--- config.mk ---
export PLATFORM = sky130hd
export DESIGN_NAME = cpu_run_controller
export DESIGN_NICKNAME = d
export VERILOG_FILES = /design/src/rtl/cpu_run_controller.sv
export SDC_FILE = /design/constraint.sdc
export NUM_CORES = 1
export LEC_CHECK = 0
export BUFFER_PORTS_ARGS = -buffer_cell sky130_fd_sc_hd__buf_2
export CORE_ASPECT_RATIO = 1.25
export CORE_MARGIN = 2
export CORE_UTILIZATION = 46
export CTS_CLUSTER_SIZE = 12
export DETAILED_ROUTE_END_ITERATION = 6
export PLACE_DENSITY = 0.78
export SYNTH_ARGS = -nofsm -noshare
export SYNTH_HDL_FRONTEND = slang
export SYNTH_SLANG_ARGS = --single-unit
--- constraint.sdc ---
create_clock -name clock -period 2 [get_ports clock]
set_input_delay 0 -clock clock [delete_from_list [all_inputs] [get_ports clock]]
set_output_delay 0 -clock clock [all_outputs]
set_load 0.05 [all_outputs]
--- src/rtl/cpu_run_controller.sv ---
// Run/step/halt sequencer that gates a processor with one-cycle cpu_en pulses timed off tick_in.
// Optional breakpoint logic is compiled in with the BREAKPOINT_EN macro.
module cpu_run_controller #(
    parameter int CNT_W = 16,
    parameter int PC_W  = 8
) (
    input  logic             clock,
    input  logic             reset,
    input  logic             tick_in,
    input  logic             run_req,
    input  logic             step_req,
    input  logic             halt_req,
    input  logic [PC_W-1:0]  pc_in,
    input  logic [PC_W-1:0]  bp_addr,
    output logic             cpu_en,
    output logic [1:0]       state,
    output logic [CNT_W-1:0] cycle_count
);

    typedef enum logic [1:0] {
        ST_HALT  = 2'b00,
        ST_RUN   = 2'b01,
        ST_STEP  = 2'b10,
        ST_BREAK = 2'b11
    } state_t;

    state_t           state_reg, state_next;
    logic             run_prev_reg, step_prev_reg;
    logic             armed_reg;
    logic             cpu_en_reg, cpu_en_next;
    logic [CNT_W-1:0] count_reg;
    logic             run_edge, step_edge, tick_ok, bp_hit;

    // armed_reg stays low for the first clock after reset so a request held
    // through reset release is absorbed into the edge registers, not seen as an edge.
    assign run_edge  = armed_reg & run_req  & ~run_prev_reg;
    assign step_edge = armed_reg & step_req & ~step_prev_reg;
    assign tick_ok   = tick_in & ~cpu_en_reg;

`ifdef BREAKPOINT_EN
    logic skip_reg, skip_next;

    assign bp_hit = (pc_in == bp_addr) & ~skip_reg;

    // Skip-once: armed on entry to BREAK, consumed by the next issued cpu_en.
    always_comb begin
        skip_next = skip_reg;
        if (state_reg != ST_BREAK && state_next == ST_BREAK)
            skip_next = 1'b1;
        else if (cpu_en_next)
            skip_next = 1'b0;
    end

    always_ff @(posedge clock or posedge reset) begin
        if (reset)
            skip_reg <= 1'b0;
        else
            skip_reg <= skip_next;
    end
`else
    logic unused_bp;

    assign bp_hit    = 1'b0;
    assign unused_bp = ^{pc_in, bp_addr};
`endif

    always_ff @(posedge clock or posedge reset) begin
        if (reset) begin
            state_reg     <= ST_HALT;
            run_prev_reg  <= 1'b0;
            step_prev_reg <= 1'b0;
            armed_reg     <= 1'b0;
            cpu_en_reg    <= 1'b0;
            count_reg     <= '0;
        end else begin
            state_reg     <= state_next;
            run_prev_reg  <= run_req;
            step_prev_reg <= step_req;
            armed_reg     <= 1'b1;
            cpu_en_reg    <= cpu_en_next;
            count_reg     <= count_reg + {{(CNT_W-1){1'b0}}, cpu_en_reg};
        end
    end

    always_comb begin
        state_next = state_reg;
        case (state_reg)
            ST_HALT, ST_BREAK: begin
                if (!halt_req) begin
                    if (step_edge)
                        state_next = ST_STEP;
                    else if (run_edge)
                        state_next = ST_RUN;
                end
            end
            ST_RUN: begin
                if (halt_req)
                    state_next = ST_HALT;
                else if (tick_ok && bp_hit)
                    state_next = ST_BREAK;
            end
            ST_STEP: begin
                if (halt_req || tick_ok)
                    state_next = ST_HALT;
            end
            default: state_next = ST_HALT;
        endcase
    end

    // The enable is computed here and registered, so it lands one clock after the tick.
    always_comb begin
        cpu_en_next = 1'b0;
        case (state_reg)
            ST_RUN:  cpu_en_next = ~halt_req & tick_ok & ~bp_hit;
            ST_STEP: cpu_en_next = ~halt_req & tick_ok;
            default: cpu_en_next = 1'b0;
        endcase
    end

    assign cpu_en      = cpu_en_reg;
    assign state       = state_reg;
    assign cycle_count = count_reg;

endmodule

==> impl_metrics.yaml <==
pwr:
  finalPower_mw: 1.32
  p_seq_share_pct: 42.1
  p_per_area_mw_per_mm2: 1070
  p_int_mw: 0.824
  p_sw_mw: 0.496
  ir_drop_mv: 0.872
  switching_share_pct: 37.6
  pwr-share-clk_pct: 25.7
  p_comb_share_pct: 32.2
  p_leak_nw: 0.662
worst_hold_path:
  hold_class: "in -> reg"
  hold_path_depth: 4
  hold_start: "tick_in"
  hold_end: "state[0]$_DFFE_PP0P_"
clocking:
  clkTransAtPathRegs_ns: 0.13
  cts_tree: "yes"
  h-tree-depth: 1
  cts.sinks: 22
  insertion_delay_ns: 0.31
  post_cts_buffers: 0
  cts-root-buf: "clkbuf_4"
  clk_path_buf_depth: 2
  cts_buffers: 3
global_routing:
  grt_max_degree: 23
  grt_pass1_wl_um: 3060
  grt.overflow.total: 0
  first_global_vias: 789
  track_usage_pct: 16.0
  antenna_found_initial: 0
logic_synthesis:
  ys_async_sr_fraction_pct: 100
  synth-edff-count: 0
  syn_area_sq_um: 998
  ys_seq_elements: 22
  synthTopCellsByArea: "dfrtp_1, xor2_1, xnor2_1"
  synthCells: 87
  synth_area_leader_cell: "dfrtp_1"
  synthDistinctLibCells: 26
  yosysTopAreaCellShare_pct: 55.1
  syn_nets: 113
  syn_area_per_cell_sq_um: 11.5
  synth.most_common_cell: "dfrtp_1"
  seq_area_frac_synth_pct: 55.1
  yosys_warnings: 0
  synth_common_cells: "dfrtp_1, xor2_1, nand2_1, nand3_1, xnor2_1"
  ys.flop_type: "dfrtp_1"
sta:
  setup_viol: 0
  fin_crit_sh_pct: 90.0
  maxSlewViolCount: 0
  relSlewSlack_pct: 46.4
  rsz0062_at_grt: "false"
  skew_ns: 0.0143
  max_freq_ghz: 0.556
  timing.setup.tns_ns: 0
  period_minus_slack_ns: 1.80
  final_hold_viol_count: 0
  tightest_slew_ns: 0.803
outcome:
  status: "complete, no violations"
placed_design:
  place_congestion: 0.787
  hpwl_um: 1290
  io_buffers: 24
floorplan:
  die_width_um: 45.7
  io_pins: 41
  initial_core_util_pct: 49.8
  die_h_um: 56.1
  core-area_sq_mm: 0.00200
  die-area_sq_mm: 0.00256
  rows: 18
final_layout:
  num_antenna_cells: 0
  drive_above_1_share_pct: 28.0
  nets: 145
  final_util_pct: 61.6
  largest_reg_flops: 16
  syn2layout_area_growth_pct: 23.7
setup_path:
  worst-endpoint-arrival_ns: 1.99
  critical_path_class: "reg -> reg"
  crit_buf_inv: 1
  cp_top_family: "compound AO/OA/AOI/OAI gates"
  start_kind: "register"
  r2r_end: "state[1]$_DFFE_PP0P_"
  worstReg2RegStart: "state[0]$_DFFE_PP0P_"
  rrSetupSlack_ns: 0.20
  cp_max_fo: 5
  end_kind: "register"
  crit_path_top_delay_cell: "dfrtp_1"
  crit_chain: "inv_1 > ha_1 > mux2_2 > a31oi_1 > a21boi_0 > o21ai_0"
  reg2regPathDepth: 6
  slowest_delay_ns: 0.43
  worstPathRequired_ns: 2.19
detailed_routing:
  antenna_left: 0
  drc: 0
  vias_per_cell: 5.30
  firstDrtPassIters: 5
  routedWlPerCell_um: 12.9
  vias: 731
  wirelength_um: 1790
  first_iter_violations: 8
flow_run:
  drv_cap: 0
[worst reg2reg max path: cells and delay by family, from the launching register on]
family,cells,cell delay (ns)
AOI/OAI and AO/OA,3,0.55
adders and majority gates,1,0.35
buffers and inverters,1,0.06
DFF,1,0.43
muxes,1,0.28
[power by group through the flow]
stage          sequential, mW  clock, mW  combinational [mW]
2_1_floorplan           0.741          0               0.131
3_3_place_gp            0.558          0               0.400
3_5_place_dp            0.562          0               0.414
4_1_cts                 0.556      0.345               0.428
5_1_grt                 0.565      0.363               0.454
6_report                0.556      0.339               0.425
[what timing repair did]
action	CTS	global route
endpoints found under the hold margin	25	0
resized for setup	0	0
hold buffers	5	0
[area by class of cell]
cell class,instances,area (sq um)
fillers,166,769
flip-flops and latches,22,551
multi-input cells,59,422
repair buffers,29,170
clock inverters,1,30.0
well taps,20,25.0
clock buffers,3,22.5
inverters,4,15.0
[worst max path at each step]
| stage | start | slack [ns] | to | cells after the start |
|---|---|---|---|---|
| floorplan | state[0]$_DFFE_PP0P_ | 0.09 | state[1]$_DFFE_PP0P_ | 6 |
| global placement | state[0]$_DFFE_PP0P_ | 0.29 | state[1]$_DFFE_PP0P_ | 6 |
| detailed placement | state[0]$_DFFE_PP0P_ | 0.25 | state[1]$_DFFE_PP0P_ | 6 |
| CTS | state[0]$_DFFE_PP0P_ | 0.21 | state[1]$_DFFE_PP0P_ | 6 |
| global route | state[0]$_DFFE_PP0P_ | 0.06 | state[1]$_DFFE_PP0P_ | 6 |
| finish | state[0]$_DFFE_PP0P_ | 0.20 | state[1]$_DFFE_PP0P_ | 6 |
[logic make-up (layout without fill, tap and decap cells)]
logic type               Yosys count  after routing  synth area share [%]
flip-flops                        22             22                  55.1
multiplexers                       1              1                  1.13
other                              1              1                 0.376
XOR/XNOR                          14             14                  12.3
adder cells (fa/ha/maj)            4              4                  5.01
buffers and inverters              6             37                  2.63
AO/OA/AOI/OAI                      7              7                  4.01
AND/OR/NAND/NOR                   32             32                  19.4
[per-layer routing]
| layer | wire length, um | track usage, % |
|---|---|---|
| met5 | 0 | 0 |
| met3 | 72 | 3.25 |
| met1 | 729 | 15.8 |
| met2 | 965 | 29.4 |
| met4 | 18 | 7.56 |
[placed cells by master (no fill, tap or decap), drive strengths merged]
cell,n
buf,24
dfrtp,22
xor2,8
nand3,6
nand2,6
xnor2,6
nor2,5
dlygate4sd3,5
nand4,5
inv,4
ha,4
clkbuf,3
nor3,3
nor2b,2
o21ai,2
a31oi,2
a21oi,2
and4,1
and2,1
or2,1
nand2b,1
mux2,1
a21boi,1
nand4bb,1
conb,1
bufinv,1
[through the flow]
stage / cell area [sq um] / std cells / setup slack (ns) / hold slack [ns]
2_1_floorplan: 998 / 87 / 0.0947 / -0.0108
3_3_place_gp: 1130 / 129 / 0.293 / 0.120
3_5_place_dp: 1130 / 129 / 0.251 / 0.122
4_1_cts: 1230 / 138 / 0.206 / 0.182
5_1_grt: 1230 / 138 / 0.0576 / 0.213
6_report: 1230 / 138 / 0.200 / 0.187
Note: power is estimated with default switching activity, not from simulation.
